$ cat src/rtl/mc_controller_if.sv
`default_nettype none
// ============================================================================
// Module      : mc_controller_if
// Description : Instruction-field inputs and datapath control outputs of the
//               multicycle controller, bundled as one interface.
// Revision    : 1.0 - initial release
// ============================================================================
interface mc_controller_if;
    logic [5:0] op;
    logic [5:0] funct;
    logic       zero;
    logic [2:0] alu_control;
    logic       alu_src_a;
    logic [1:0] alu_src_b;
    logic       iord;
    logic [1:0] pc_src;
    logic       pc_en;
    logic       ir_write;
    logic       mem_write;
    logic       reg_write;
    logic       reg_dst;
    logic       mem_to_reg;
    logic       illegal_op;

    modport master (
        output op, funct, zero,
        input  alu_control, alu_src_a, alu_src_b, iord, pc_src, pc_en,
               ir_write, mem_write, reg_write, reg_dst, mem_to_reg, illegal_op
    );

    modport slave (
        input  op, funct, zero,
        output alu_control, alu_src_a, alu_src_b, iord, pc_src, pc_en,
               ir_write, mem_write, reg_write, reg_dst, mem_to_reg, illegal_op
    );
endinterface
`default_nettype wire

$ cat src/rtl/mc_controller.sv
`default_nettype none
// ============================================================================
// Module      : mc_controller
// Description : Moore-style multicycle MIPS-subset control FSM.
// Revision    : 1.0 - initial release
// ============================================================================
module mc_controller (
    input  wire logic        clk,
    input  wire logic        rst_n,
    mc_controller_if.slave   bus
);

    localparam logic [5:0] c_OP_RTYPE = 6'b000000;
    localparam logic [5:0] c_OP_LW    = 6'b100011;
    localparam logic [5:0] c_OP_SW    = 6'b101011;
    localparam logic [5:0] c_OP_BEQ   = 6'b000100;
    localparam logic [5:0] c_OP_ADDI  = 6'b001000;
    localparam logic [5:0] c_OP_J     = 6'b000010;

    localparam logic [2:0] c_ALU_ADD  = 3'b010;
    localparam logic [2:0] c_ALU_SUB  = 3'b110;
    localparam logic [2:0] c_ALU_AND  = 3'b000;
    localparam logic [2:0] c_ALU_OR   = 3'b001;
    localparam logic [2:0] c_ALU_SLT  = 3'b111;

    typedef enum logic [3:0] {
        S_FETCH    = 4'd0,
        S_DECODE   = 4'd1,
        S_MEMADR   = 4'd2,
        S_MEMREAD  = 4'd3,
        S_MEMWB    = 4'd4,
        S_MEMWRITE = 4'd5,
        S_EXECUTE  = 4'd6,
        S_ALUWB    = 4'd7,
        S_BRANCH   = 4'd8,
        S_ADDIEX   = 4'd9,
        S_ADDIWB   = 4'd10,
        S_JUMP     = 4'd11
    } state_t;

    state_t     r_state;
    state_t     w_next;

    logic [2:0] w_funct_ctl;
    logic       w_funct_ok;
    logic [2:0] w_alu_control;
    logic       w_alu_src_a;
    logic [1:0] w_alu_src_b;
    logic       w_iord;
    logic [1:0] w_pc_src;
    logic       w_pc_write;
    logic       w_branch;
    logic       w_ir_write;
    logic       w_mem_write;
    logic       w_reg_write;
    logic       w_reg_dst;
    logic       w_mem_to_reg;
    logic       w_illegal;

    always_ff @(posedge clk or negedge rst_n) begin
        if (!rst_n) begin
            r_state <= S_FETCH;
        end else begin
            r_state <= w_next;
        end
    end

    always_comb begin
        w_funct_ctl = c_ALU_ADD;
        w_funct_ok  = 1'b1;
        case (bus.funct)
            6'b100000: w_funct_ctl = c_ALU_ADD;
            6'b100010: w_funct_ctl = c_ALU_SUB;
            6'b100100: w_funct_ctl = c_ALU_AND;
            6'b100101: w_funct_ctl = c_ALU_OR;
            6'b101010: w_funct_ctl = c_ALU_SLT;
            default:   w_funct_ok  = 1'b0;
        endcase
    end

    always_comb begin
        w_next        = S_FETCH;
        w_alu_control = c_ALU_ADD;
        w_alu_src_a   = 1'b0;
        w_alu_src_b   = 2'b00;
        w_iord        = 1'b0;
        w_pc_src      = 2'b00;
        w_pc_write    = 1'b0;
        w_branch      = 1'b0;
        w_ir_write    = 1'b0;
        w_mem_write   = 1'b0;
        w_reg_write   = 1'b0;
        w_reg_dst     = 1'b0;
        w_mem_to_reg  = 1'b0;
        w_illegal     = 1'b0;

        case (r_state)
            S_FETCH: begin
                w_next      = S_DECODE;
                w_alu_src_b = 2'b01;
                w_ir_write  = 1'b1;
                w_pc_write  = 1'b1;
            end
            S_DECODE: begin
                // ALU precomputes the branch target while the opcode is decoded
                w_alu_src_b = 2'b11;
                case (bus.op)
                    c_OP_LW, c_OP_SW: w_next = S_MEMADR;
                    c_OP_BEQ:         w_next = S_BRANCH;
                    c_OP_ADDI:        w_next = S_ADDIEX;
                    c_OP_J:           w_next = S_JUMP;
                    c_OP_RTYPE: begin
                        if (w_funct_ok) begin
                            w_next = S_EXECUTE;
                        end else begin
                            w_illegal = 1'b1;
                        end
                    end
                    default:          w_illegal = 1'b1;
                endcase
            end
            S_MEMADR, S_ADDIEX: begin
                w_next      = (r_state == S_ADDIEX) ? S_ADDIWB
                            : (bus.op == c_OP_LW)   ? S_MEMREAD : S_MEMWRITE;
                w_alu_src_a = 1'b1;
                w_alu_src_b = 2'b10;
            end
            S_MEMREAD: begin
                w_next = S_MEMWB;
                w_iord = 1'b1;
            end
            S_MEMWB: begin
                w_reg_write  = 1'b1;
                w_mem_to_reg = 1'b1;
            end
            S_MEMWRITE: begin
                w_iord      = 1'b1;
                w_mem_write = 1'b1;
            end
            S_EXECUTE: begin
                w_next        = S_ALUWB;
                w_alu_src_a   = 1'b1;
                w_alu_control = w_funct_ctl;
            end
            S_ALUWB: begin
                w_reg_write = 1'b1;
                w_reg_dst   = 1'b1;
            end
            S_BRANCH: begin
                w_alu_src_a   = 1'b1;
                w_alu_control = c_ALU_SUB;
                w_pc_src      = 2'b01;
                w_branch      = 1'b1;
            end
            S_ADDIWB: begin
                w_reg_write = 1'b1;
            end
            S_JUMP: begin
                w_pc_src   = 2'b10;
                w_pc_write = 1'b1;
            end
            default: begin
                w_next = S_FETCH;
            end
        endcase
    end

    // Write enables are gated by reset so nothing commits while held in reset
    assign bus.pc_en       = rst_n & (w_pc_write | (w_branch & bus.zero));
    assign bus.ir_write    = rst_n & w_ir_write;
    assign bus.mem_write   = rst_n & w_mem_write;
    assign bus.reg_write   = rst_n & w_reg_write;
    assign bus.illegal_op  = rst_n & w_illegal;
    assign bus.alu_control = w_alu_control;
    assign bus.alu_src_a   = w_alu_src_a;
    assign bus.alu_src_b   = w_alu_src_b;
    assign bus.iord        = w_iord;
    assign bus.pc_src      = w_pc_src;
    assign bus.reg_dst     = w_reg_dst;
    assign bus.mem_to_reg  = w_mem_to_reg;

endmodule
`default_nettype wire

$ cat src/flat_wrapper.sv
// flat-port wrapper written by rule: the top's interface ports become plain ports
module mc_controller_flat 
  (clk, rst_n, bus_op, bus_funct, bus_zero, bus_alu_control, bus_alu_src_a, bus_alu_src_b, bus_iord, bus_pc_src, bus_pc_en, bus_ir_write, bus_mem_write, bus_reg_write, bus_reg_dst, bus_mem_to_reg, bus_illegal_op);
  mc_controller_if bus_i ();
  input  wire logic clk;
  input  wire logic rst_n;
  input wire logic [$bits(bus_i.op)-1:0] bus_op;
  input wire logic [$bits(bus_i.funct)-1:0] bus_funct;
  input wire logic [$bits(bus_i.zero)-1:0] bus_zero;
  output wire logic [$bits(bus_i.alu_control)-1:0] bus_alu_control;
  output wire logic [$bits(bus_i.alu_src_a)-1:0] bus_alu_src_a;
  output wire logic [$bits(bus_i.alu_src_b)-1:0] bus_alu_src_b;
  output wire logic [$bits(bus_i.iord)-1:0] bus_iord;
  output wire logic [$bits(bus_i.pc_src)-1:0] bus_pc_src;
  output wire logic [$bits(bus_i.pc_en)-1:0] bus_pc_en;
  output wire logic [$bits(bus_i.ir_write)-1:0] bus_ir_write;
  output wire logic [$bits(bus_i.mem_write)-1:0] bus_mem_write;
  output wire logic [$bits(bus_i.reg_write)-1:0] bus_reg_write;
  output wire logic [$bits(bus_i.reg_dst)-1:0] bus_reg_dst;
  output wire logic [$bits(bus_i.mem_to_reg)-1:0] bus_mem_to_reg;
  output wire logic [$bits(bus_i.illegal_op)-1:0] bus_illegal_op;
  assign bus_i.op = bus_op;
  assign bus_i.funct = bus_funct;
  assign bus_i.zero = bus_zero;
  assign bus_alu_control = bus_i.alu_control;
  assign bus_alu_src_a = bus_i.alu_src_a;
  assign bus_alu_src_b = bus_i.alu_src_b;
  assign bus_iord = bus_i.iord;
  assign bus_pc_src = bus_i.pc_src;
  assign bus_pc_en = bus_i.pc_en;
  assign bus_ir_write = bus_i.ir_write;
  assign bus_mem_write = bus_i.mem_write;
  assign bus_reg_write = bus_i.reg_write;
  assign bus_reg_dst = bus_i.reg_dst;
  assign bus_mem_to_reg = bus_i.mem_to_reg;
  assign bus_illegal_op = bus_i.illegal_op;
  mc_controller u_core (.clk(clk), .rst_n(rst_n), .bus(bus_i));
endmodule
$ cat config.mk
export PLATFORM = sky130hd
export DESIGN_NAME = mc_controller_flat
export DESIGN_NICKNAME = d
export VERILOG_FILES = /design/src/rtl/mc_controller_if.sv /design/src/rtl/mc_controller.sv /design/src/flat_wrapper.sv
export SDC_FILE = /design/constraint.sdc
export NUM_CORES = 1
export LEC_CHECK = 0
export ABC_CLOCK_PERIOD_IN_PS = 2400
export CORE_MARGIN = 2
export CORE_UTILIZATION = 40
export CTS_CLUSTER_DIAMETER = 80
export CTS_CLUSTER_SIZE = 10
export DETAILED_ROUTE_END_ITERATION = 6
export HOLD_SLACK_MARGIN = 0.08
export PLACE_DENSITY = 0.85
export SYNTH_ARGS = -nofsm -noshare
export SYNTH_HDL_FRONTEND = slang
export SYNTH_SLANG_ARGS = --single-unit
$ cat constraint.sdc
create_clock -name clk -period 2.4 [get_ports clk]
set_input_delay 0.48 -clock clk [delete_from_list [all_inputs] [get_ports clk]]
set_output_delay 0.48 -clock clk [all_outputs]
set_load 0.01 [all_outputs]
* Word level (Yosys, flattened, before mapping)
Cells that the tools add are included.
Storage, ports and cells: flip-flop bits (word level) 4, input port bits 15, output and inout bits 16, word-level logic and storage cells 61
Cells by class: equal/unequal tests 21, muxes and demuxes 22, bitwise gates (word level) 7, reduce and logical (&&, ||, !) cells 10
Operators with widths (count):
- $eq A6 B6 Y1 const B | 7
- $pmux W4 S5 | 2
- $eq A4 B3 Y1 const B | 4
- $eq A4 B4 Y1 const B | 4
- $mux W1 | 12
- $pmux W3 S4 | 1
- $reduce_or A5 Y1 | 2
- $eq A4 B2 Y1 const B | 2
- $reduce_or A2 Y1 | 4
- $and A1 B1 Y1 | 6
- $eq A6 B2 Y1 const B | 1
- $eq A6 B3 Y1 const B | 1
- $eq A6 B4 Y1 const B | 1
- $logic_not A6 Y1 | 1
- $mux W3 | 2
- $pmux W2 S3 | 1
- $pmux W3 S2 | 1
- $eq A4 B1 Y1 const B | 1
- $logic_not A4 Y1 | 1
- $mux W4 | 1
- $pmux W2 S2 | 1
- $reduce_or A4 Y1 | 1
- $reduce_or A3 Y1 | 1
- $pmux W1 S2 | 1
- $or A1 B1 Y1 | 1

* Longest topological paths before layout
word-level depth 7, mapped depth 5, gate-level depth less buffers 4

* Worst setup path after synthesis
Ideal clock, no wire load.
path kind input to output, from input bus_op[5], to output bus_illegal_op, data arrival time 1.600 ns, data required time 1.920 ns, path slack 0.320 ns, cell stages on the path 5, path through clkbuf_1 -> or4_4 -> nor3_1 -> nand2_1 -> a21oi_1
Between the ends: word-level cells in the longest chain between the ends 5
RTL lines:
- start: declaration | line flat_wrapper.sv:7 | input wire logic [$bits(bus_i.op)-1:0] bus_op;
- $eq A6 B6 Y1, or another cell as far along | line mc_controller.sv:107 | case (bus.op)
- $reduce_or A5 Y1 (no line)
- $pmux W1 S2 * | line mc_controller.sv:107
- $mux W1 * | line mc_controller.sv:97 | case (r_state)
- $and A1 B1 Y1 * | line mc_controller.sv:173 | assign bus.illegal_op = rst_n & w_illegal;
- end: declaration | line flat_wrapper.sv:21 | output wire logic [$bits(bus_i.illegal_op)-1:0] bus_illegal_op;
Every way passes the cells marked *; elsewhere a longest branch is shown, timed or not.

* Worst setup path in the final report
from input bus_funct[1], to output bus_alu_control[0]
Between the ends: word-level cells in the longest chain between the ends 3
RTL lines:
- start: declaration | line flat_wrapper.sv:8 | input wire logic [$bits(bus_i.funct)-1:0] bus_funct;
- $eq A6 B6 Y1 | line mc_controller.sv:71 | case (bus.funct)
- $pmux W3 S4 * | line mc_controller.sv:71
- $pmux W3 S2 * | line mc_controller.sv:97
- end: declaration | line flat_wrapper.sv:10 | output wire logic [$bits(bus_i.alu_control)-1:0] bus_alu_control;
Marked as above.

==> reports/metrics.csv <==
stage,metric,value,unit
status,status,"complete, no violations",
final_layout,syn_to_final_growth,91.5,%
floorplanning,io_pins,31,
final_layout,layout_commonest_cell,buf_4,
floorplanning,die_w,42.4,um
flow_run,maxCapViolCount,0,
hold_path,min_path_type,reg2reg,
critical_path,path_buf_inv,2,
clock_network,clockBufferDepth,2,
grt,busiest_layer,met2,
critical_path,cpMaxStageDelayCell,clkdlybuf4s50_1,
critical_path,crit_fanout,2,
critical_path,crit_type,in2out,
grt,grtUsageMet1,0.281,
synthesis,synth_seq_cells,4,
synthesis,ys_async_sr_fraction,1.00,
critical_path,crit_chain,clkdlybuf4s50_1 > or3b_4 > o2bb2a_1 > nor2_1 > buf_2,
critical_path,r2r_slack,1110,ps
synthesis,ys.flop_type,dfrtp_1,
critical_path,reg2reg_depth,4,
synthesis,ys_seq_area_frac,0.170,
timing,finalCritPeriodShare,0.989,
critical_path,startpoint,bus_funct[1],
critical_path,cp.arrival,1890,ps
critical_path,critical_path_cell_count,5,
floorplanning,initial_core_util,0.442,
clock_network,clk_pin_slew,40,ps
placed_design,port_buffers,30,
timing,fin_ws,26.6,ps
final_layout,final_core_util,0.846,
synthesis,synth_edf_count,0,
placed_design,postPlaceCellArea,1050,um2
critical_path,worstPathRequired,1920,ps
final_layout,fillers,75,
placed_design,gp_congestion,0.908,
synthesis,synth_area,589,um2
final_layout,largest_reg_flops,4,
final_layout,top_register,u_core.r_state,
drt,drt_iter0_markers,26,
final_layout,design_area,1130,um2
final_layout,final_nets,152,
grt,grt_overflow,0,
clock_network,htreeDepth,1,
drt,num_vias,890,
grt,grt_pass1_wl,3350,um
placed_design,dp_hpwl,1710,um
timing,tightest_slew,322,ps
floorplanning,num_rows,13,
timing,fin_crit,2370,ps
floorplanning,fp.dieH,42.4,um
synthesis,synth_cell_type_count,36,
clock_network,clock_sinks,4,
timing,fmax,0.421,GHz
drt,drc,0,
critical_path,crit_path_max_incr_delay,490,ps
grt,use_met3,0.0302,
synthesis,synth-adder-area-share,0,
synthesis,synth_top_family_by_area,simple AND/OR/NAND/NOR gates,
final_layout,drive_above_1_share,0.326,
final_layout,layout_common_cells,"24 x buf_4, 19 x clkdlybuf4s50_1, 10 x nor3_1",
grt,grt_pass1_vias,778,
synthesis,synthMuxAreaShare,0.0552,
clock_network,clock_latency,230,ps
synthesis,ys_warn_count,0,
timing,hold_slack,507,ps
synthesis,syn-num-nets,99,
drt,first_pass_iters,4,
clock_network,cts_made_buffers,3,
synthesis,synthCells,84,
grt,grt_usage,0.236,
grt,grt_max_degree,10,
timing,setup_viol,0,
grt,antenna_found_initial,0,
timing,hold_viol,0,
power_and_ir_drop,p_per_area,482,nW/um2
critical_path,r2r-end,u_core.r_state[1],
final_layout,insertedDiodeCount,0,
timing,slew_viol_final,0,
critical_path,cp_top_family,buffers and inverters,
clock_network,cts_tree,done,
timing,skew,1.32,ps
drt,antenna_left,0,
drt,drt-vias-per-instance,5.93,
drt,wire_per_inst,15.3,um
power_and_ir_drop,leakagePower,0.495,nW
synthesis,synthSimpleGateAreaFrac,0.439,
clock_network,clock-root-buffer,clkbuf_4,
floorplanning,dieArea,1800,um2
critical_path,crit_end,bus_alu_control[0],
placed_design,dp_slack,-507,ps
grt,grtUsageMet2,0.422,
critical_path,r2r_start,u_core.r_state[3],
synthesis,synth-compound-area-share,0.214,
power_and_ir_drop,vdd_ir_drop_max,0.370,mV
final_layout,reg.largest.list,u_core.r_state x4,
timing,relSlewSlack,0.782,
synthesis,avgSynthCellArea,7.02,um2
drt,wl,2290,um
floorplanning,core-area,1330,um2
synthesis,synth_xor_area_frac,0.0446,
critical_path,crit_path_start_kind,primary input,
critical_path,cp-end-kind,primary output,
-- worst min-delay path by stage --
stage                            startpoint           endpoint  slack, ps  depth (start not counted)
after CTS                 u_core.r_state[3]  u_core.r_state[0]        560                          1
after floorplan                       rst_n  u_core.r_state[0]        180                          0
final                     u_core.r_state[2]  u_core.r_state[0]        510                          1
after global routing      u_core.r_state[2]  u_core.r_state[0]        530                          1
after detailed placement  u_core.r_state[0]  u_core.r_state[0]        570                          1
after global placement    u_core.r_state[0]  u_core.r_state[0]        570                          1
-- synthesized netlist by cell type, types with 3 or more instances --
| cell type | instances | area, um2 |
|---|---|---|
| nor2_1 | 8 | 30.0 |
| clkbuf_1 | 4 | 15.0 |
| dfrtp_1 | 4 | 100 |
| nor2b_1 | 4 | 25.0 |
| nor3b_1 | 3 | 22.5 |
| nand2_1 | 7 | 26.3 |
| a21oi_1 | 4 | 20.0 |
| nor3_1 | 11 | 55.1 |
| inv_1 | 3 | 11.3 |
| nand2b_1 | 4 | 25.0 |
-- metrics by stage --
step                total power [mW]  TNS, ps  instances
finish                         0.544        0        150
global route                   0.587    -55.8        150
CTS                            0.530    -33.4        148
detailed placement             0.452    -1350        145
global placement               0.439    -1230        145
floorplan                      0.264        0         84
-- layout make-up --
class | count | area (um2) | area share
clock buffers | 3 | 22.5 | 0.0200
inverters | 3 | 11.3 | 0.00998
multi-input cells | 70 | 473 | 0.419
flip-flops and latches | 4 | 104 | 0.0920
well taps | 15 | 18.8 | 0.0166
repair buffers | 55 | 499 | 0.442
-- power breakdown --
| group | internal, mW | total [mW] | switching (mW) |
|---|---|---|---|
| clock network | 0.0558 | 0.0817 | 0.0258 |
| logic | 0.188 | 0.351 | 0.163 |
| registers | 0.0822 | 0.111 | 0.0292 |
| total | 0.327 | 0.544 | 0.218 |
-- timing repair --
action / CTS / global route
setup endpoints to repair: 7 / 5
hold buffers: 0 / 0
pin swaps: 1 / 3
gates resized for setup: 19 / 9
endpoints found under the hold margin: 0 / 0
buffers inserted: 0 / 2
-- worst reg2reg max path, delay by kind of cell, from the launching register on --
kind            cells  cell delay [ps]
simple gates        1              350
flops               1              430
compound gates      2              310
buf+inv             1              140
-- routing by layer --
layer,up-vias,share of wire
li1,414,-
met1,426,0.40
met2,44,0.52
met3,6,0.062
met4,0,0.018
met5,-,0
-- logic make-up (layout without fill, tap and decap cells) --
family,after synthesis,count (layout)
xor+xnor,3,3
flops,4,4
simple gates,47,47
compound gates,17,17
buf+inv,10,61
mux,3,3
Note: power is estimated with default switching activity, not from simulation.
